<file path="src/rtl/stream_fifo_tx_if.sv">
// stream_fifo_tx_if: AXI-Stream-style beat channel (tdata/tvalid/tlast with
// tready back-pressure) between the stream FIFO source and its consumer.
interface stream_fifo_tx_if #(
  parameter int DW = 8
);
  logic [DW-1:0] tdata;
  logic          tvalid;
  logic          tlast;
  logic          tready;

  modport master (
    output tdata,
    output tvalid,
    output tlast,
    input  tready
  );

  modport slave (
    input  tdata,
    input  tvalid,
    input  tlast,
    output tready
  );
endinterface

</file>
<file path="src/rtl/stream_fifo_tx.sv">
// stream_fifo_tx: circular FIFO of {last, data} words drained onto a
// stream master through a single output register.
// The writer pushes at any time; words are dropped when storage is full.
// Optional build macro STREAM_FIFO_STATS_EN adds the sticky overflow flag and
// a saturating drop counter; without it drops are silent.
module stream_fifo_tx #(
  parameter  int DW    = 8,
  parameter  int DEPTH = 16,
  localparam int AW    = $clog2(DEPTH)
) (
  input  logic           clk,
  input  logic           rst,
  input  logic [DW-1:0]  din,
  input  logic           din_last,
  input  logic           push,
  input  logic           op_en,
  stream_fifo_tx_if.master tx,
  output logic [AW:0]    count,
  output logic           empty,
  output logic           full
`ifdef STREAM_FIFO_STATS_EN
  ,
  output logic           overflow,
  output logic [15:0]    drop_count
`endif
);

  localparam logic [AW:0]   CNT_FULL = (AW+1)'(DEPTH);
  localparam logic [AW:0]   CNT_ONE  = (AW+1)'(1);
  localparam logic [AW-1:0] PTR_ONE  = AW'(1);

  logic [DW:0]   mem [DEPTH];
  logic [AW-1:0] wptr;
  logic [AW-1:0] rptr;
  logic          wr_en;
  logic          load;

  // Status is decoded from the count register only, so it never depends on
  // the same-cycle push or pop.
  assign empty = (count == '0);
  assign full  = (count == CNT_FULL);

  // A push while full is dropped even when a beat leaves in the same cycle.
  assign wr_en = push && !full;
  // New beat is taken when the output register is free or being emptied.
  assign load  = op_en && !empty && (!tx.tvalid || tx.tready);

  // Storage write; contents are deliberately left unreset.
  always_ff @(posedge clk) begin
    if (wr_en) begin
      mem[wptr] <= {din_last, din};
    end
  end

  // Read and write pointers wrap naturally modulo DEPTH.
  always_ff @(posedge clk or posedge rst) begin
    if (rst) begin
      wptr <= '0;
      rptr <= '0;
    end else begin
      if (wr_en) wptr <= wptr + PTR_ONE;
      if (load)  rptr <= rptr + PTR_ONE;
    end
  end

  // Output register: load a new beat, or retire the accepted one while
  // keeping the data/last values; hold everything under back-pressure.
  always_ff @(posedge clk or posedge rst) begin
    if (rst) begin
      tx.tdata  <= '0;
      tx.tlast  <= 1'b0;
      tx.tvalid <= 1'b0;
    end else if (load) begin
      tx.tdata  <= mem[rptr][DW-1:0];
      tx.tlast  <= mem[rptr][DW];
      tx.tvalid <= 1'b1;
    end else if (tx.tready) begin
      tx.tvalid <= 1'b0;
    end
  end

  // Occupancy of storage only; the output register is not counted.
  always_ff @(posedge clk or posedge rst) begin
    if (rst) begin
      count <= '0;
    end else begin
      unique case ({wr_en, load})
        2'b10:   count <= count + CNT_ONE;
        2'b01:   count <= count - CNT_ONE;
        default: count <= count;
      endcase
    end
  end

`ifdef STREAM_FIFO_STATS_EN
  function automatic logic [15:0] sat_inc16(input logic [15:0] v);
    return (v == 16'hFFFF) ? v : v + 16'd1;
  endfunction

  // Drop statistics: sticky flag plus saturating counter.
  always_ff @(posedge clk or posedge rst) begin
    if (rst) begin
      overflow   <= 1'b0;
      drop_count <= '0;
    end else if (push && full) begin
      overflow   <= 1'b1;
      drop_count <= sat_inc16(drop_count);
    end
  end
`endif

endmodule

</file>
<file path="src/flat_wrapper.sv">
// flat-port wrapper written by rule: the top's interface ports become plain ports
module stream_fifo_tx_flat 
#(
  parameter  int DW    = 8,
  parameter  int DEPTH = 16,
  localparam int AW    = $clog2(DEPTH)
)
  (clk, rst, din, din_last, push, op_en, count, empty, full, tx_tdata, tx_tvalid, tx_tlast, tx_tready);
  stream_fifo_tx_if #(.DW(DW)) tx_i ();
  input  logic clk;
  input  logic rst;
  input  logic [DW-1:0] din;
  input  logic din_last;
  input  logic push;
  input  logic op_en;
  output logic [AW:0] count;
  output logic empty;
  output logic full;
  output wire logic [$bits(tx_i.tdata)-1:0] tx_tdata;
  output wire logic [$bits(tx_i.tvalid)-1:0] tx_tvalid;
  output wire logic [$bits(tx_i.tlast)-1:0] tx_tlast;
  input wire logic [$bits(tx_i.tready)-1:0] tx_tready;
  assign tx_tdata = tx_i.tdata;
  assign tx_tvalid = tx_i.tvalid;
  assign tx_tlast = tx_i.tlast;
  assign tx_i.tready = tx_tready;
  stream_fifo_tx #(.DW(DW), .DEPTH(DEPTH)) u_core (.clk(clk), .rst(rst), .din(din), .din_last(din_last), .push(push), .op_en(op_en), .tx(tx_i), .count(count), .empty(empty), .full(full));
endmodule
</file>
<file path="config.mk">
export PLATFORM = sky130hd
export DESIGN_NAME = stream_fifo_tx_flat
export DESIGN_NICKNAME = d
export VERILOG_FILES = /design/src/rtl/stream_fifo_tx_if.sv /design/src/rtl/stream_fifo_tx.sv /design/src/flat_wrapper.sv
export SDC_FILE = /design/constraint.sdc
export NUM_CORES = 1
export LEC_CHECK = 0
export ABC_AREA = 0
export CORE_MARGIN = 2
export CORE_UTILIZATION = 45
export CTS_CLUSTER_SIZE = 16
export DETAILED_ROUTE_END_ITERATION = 7
export SETUP_SLACK_MARGIN = 0.15
export SYNTH_ARGS = -nofsm -noshare
export SYNTH_HDL_FRONTEND = slang
export SYNTH_SLANG_ARGS = --single-unit
</file>
<file path="constraint.sdc">
create_clock -name clk -period 2.9 [get_ports clk]
set_clock_uncertainty 0.2 [all_clocks]
set_input_delay 0.29 -clock clk [delete_from_list [all_inputs] [get_ports clk]]
set_output_delay 0.29 -clock clk [all_outputs]
set_load 0.02 [all_outputs]
</file>
==> reports/metrics.yaml <==
die_h_um: 125
grt_pass1_vias: 3446
area_delta_synth_final_pct: 20.2
routed_via_density: 5.44
ys_ff_latch: 167
ys_types: 32
synth_top_area_share_pct: 65.4
synth_area_um2: 6610
hold_viol_final: 0
ios: 31
final_area_um2: 7950
critPathArrivalTime_ps: 2830
synthSimpleGateAreaFrac_pct: 2.78
netlist_instances: 333
yosysTopAreaCell: "edfxtp_1"
slew_headroom_pct: 58.8
crit_type: "reg2reg"
clk_pin_slew_ps: 60
syn_area_per_cell_um2: 19.8
min_period_ps: 2690
seq_area_frac_synth_pct: 74.1
initial_core_util_pct: 45.8
drc: 0
powerDensity_nw_per_um2: 1000
layout.nets: 415
cts_inserted_buffers: 17
coreArea_um2: 14400
placed_area_um2: 7280
dieWidth_um: 125
period_share_pct: 92.6
instances_no_fill: 588
timing.fmax_ghz: 0.372
setup_violations: 0
clock_sinks: 167
fin_tns_setup_ps: 0
path_max_fanout: 6
end_kind: "flip-flop"
ys.flop_type: "edfxtp_1"
yosys_warnings: 0
required_ps: 3050
hpwlAfterDp_mm: 7.96
layout-drive-gt1-share_pct: 28.5
ctsHtreeMaxLevel: 4
wl_per_cell_um: 21.9
drtAntennaViolNets: 0
vias: 3201
grt_max_degree: 39
status: "finished, final reports clean"
tightest_slew_ps: 619
grt_setup_unrepaired: "yes"
antenna_found_initial: 0
finalCoreUtilization_pct: 55.1
hold_buffers: 0
ir_drop_mv: 0.488
synth_compound_area_share_pct: 3.84
start_kind: "flip-flop"
grt_use_total_pct: 17.6
die-area_um2: 15700
first_pass_iters: 4
p_total_mw: 7.98
wl_mm: 12.9
cts-root-buf: "clkbuf_16"
cts_tree: "yes"
drv_slew: 0
syn-num-nets: 357
numPortBuffers: 30
rows: 44
synthAdderAreaFrac_pct: 2.01
leakagePower_nw: 2.68
grt_pass1_wl_mm: 20.0
nFillCells: 1097
gp_congestion: 0.741
synth_mux_area_share_pct: 14.3
dp.cells: 554
synthArstFlopShare_pct: 13.8
clk_latency_ps: 420
synth_top_family_by_area: "multiplexers"
grt-ovfl-total: 0
min_path_type: "in2async"
antenna_cells: 0
drt_iter0_markers: 166
cap_violations: 0
synthXorXnorAreaFrac_pct: 1.33
synth_edf_count: 144
cts_buffer_depth: 2
ys_top_cells_by_area: "edfxtp_1, mux4_2, dfrtp_1"
report_power, final:
part           switching [mW]  internal [mW]  total, mW
Sequential              0.246           2.98       3.23
Combinational            1.19           1.22       2.40
Clock                   0.868           1.48       2.34
Total                    2.30           5.67       7.98
synth_stat cells, types with 5 or more instances:
cell type / instances
nand2_1: 10
buf_1: 5
o22ai_1: 18
nor2_1: 14
a21oi_1: 11
edfxtp_1: 144
dfrtp_1: 23
mux2_2: 11
ha_1: 9
mux4_2: 36
xnor2_1: 8
layout by cell type, fill, tap and decap left out, drive strengths merged, types with 2 or more instances in the layout:
master         count
buf               26
nor2              14
nand4              2
nand2b             4
a21oi             11
clkinv             4
mux4              36
dfrtp             23
o22ai             18
nand2             10
a21o               2
edfxtp           144
xnor2              8
nor3               4
xor2               2
clkdlybuf4s50     30
inv                4
o21ai              4
clkbuf            27
mux2              11
ha                 9
worst paths after layout:
check                           startpoint         endpoint  slack (ps)  cells past startpoint
min in group clk           u_core.tx.tlast  u_core.tx.tlast         370                      2
max in group asynchronous              rst  u_core.count[0]        2220                      3
hold reg to reg            u_core.tx.tlast  u_core.tx.tlast         370                      2
setup / recovery           u_core.count[0]  u_core.count[4]         210                      8
hold / removal                         rst   u_core.rptr[0]          20                      3
setup reg to reg           u_core.count[0]  u_core.count[4]         210                      8
critical path, cell delays in order, from the launching register on:
cell     delay, ps
dfrtp_2        400
or4_4          560
o211a_4        260
ha_4           190
fa_2           340
a21o_1         180
a21oi_2        130
mux2i_1        220
xnor2_1        130
logic make-up (layout without fill, tap and decap cells):
| logic type | after synthesis | after routing |
|---|---|---|
| AOI/OAI and AO/OA | 38 | 38 |
| xor gates and xnor gates | 10 | 10 |
| adders and majority gates | 10 | 10 |
| buffers and inverters | 21 | 92 |
| DFF | 167 | 167 |
| muxes | 48 | 48 |
| and+or+nand+nor | 39 | 39 |
final cells by class:
type                       count  area [µm²]  area share (%)
tap                          184         230            2.90
timing repair buffer          56         520            6.55
inverter                       4        15.0           0.189
clock buffer                  27         588            7.40
clock inverter                 5        50.0           0.630
multi-input combinational    145        1640            20.6
sequential                   167        4900            61.7
metrics by stage:
stage	setup slack [ps]	hold slack (ps)
after floorplan	-14.9	91.8
after global placement	182	354
after detailed placement	121	365
after CTS	170	15.7
after global routing	124	32.5
final	214	18.3
metal layers:
metal | wire, µm | track usage (%) | up-vias
met3 | 537 | 4.15 | 15
met5 | 0 | 0 | -
met2 | 6720 | 30.0 | 65
met4 | 172 | 5.69 | 0
met1 | 5430 | 22.6 | 1664
li1 | - | - | 1457
what timing repair did:
| action | 4_1_cts | 5_1_grt |
|---|---|---|
| hold endpoints to repair | 0 | 0 |
| buffers inserted | 1 | 1 |
| pin swaps | 2 | 1 |
| resized for setup | 0 | 1 |
| setup endpoints to repair | 1 | 1 |
registers in the layout, summed over array words and instances (netlist names):
name              count
u_core.count          5
u_core.tx.tlast       1
u_core.wptr           4
u_core.tx.tvalid      1
u_core.mem          144
u_core.rptr           4
u_core.tx.tdata       8
Power figures use the tool's default switching activity.
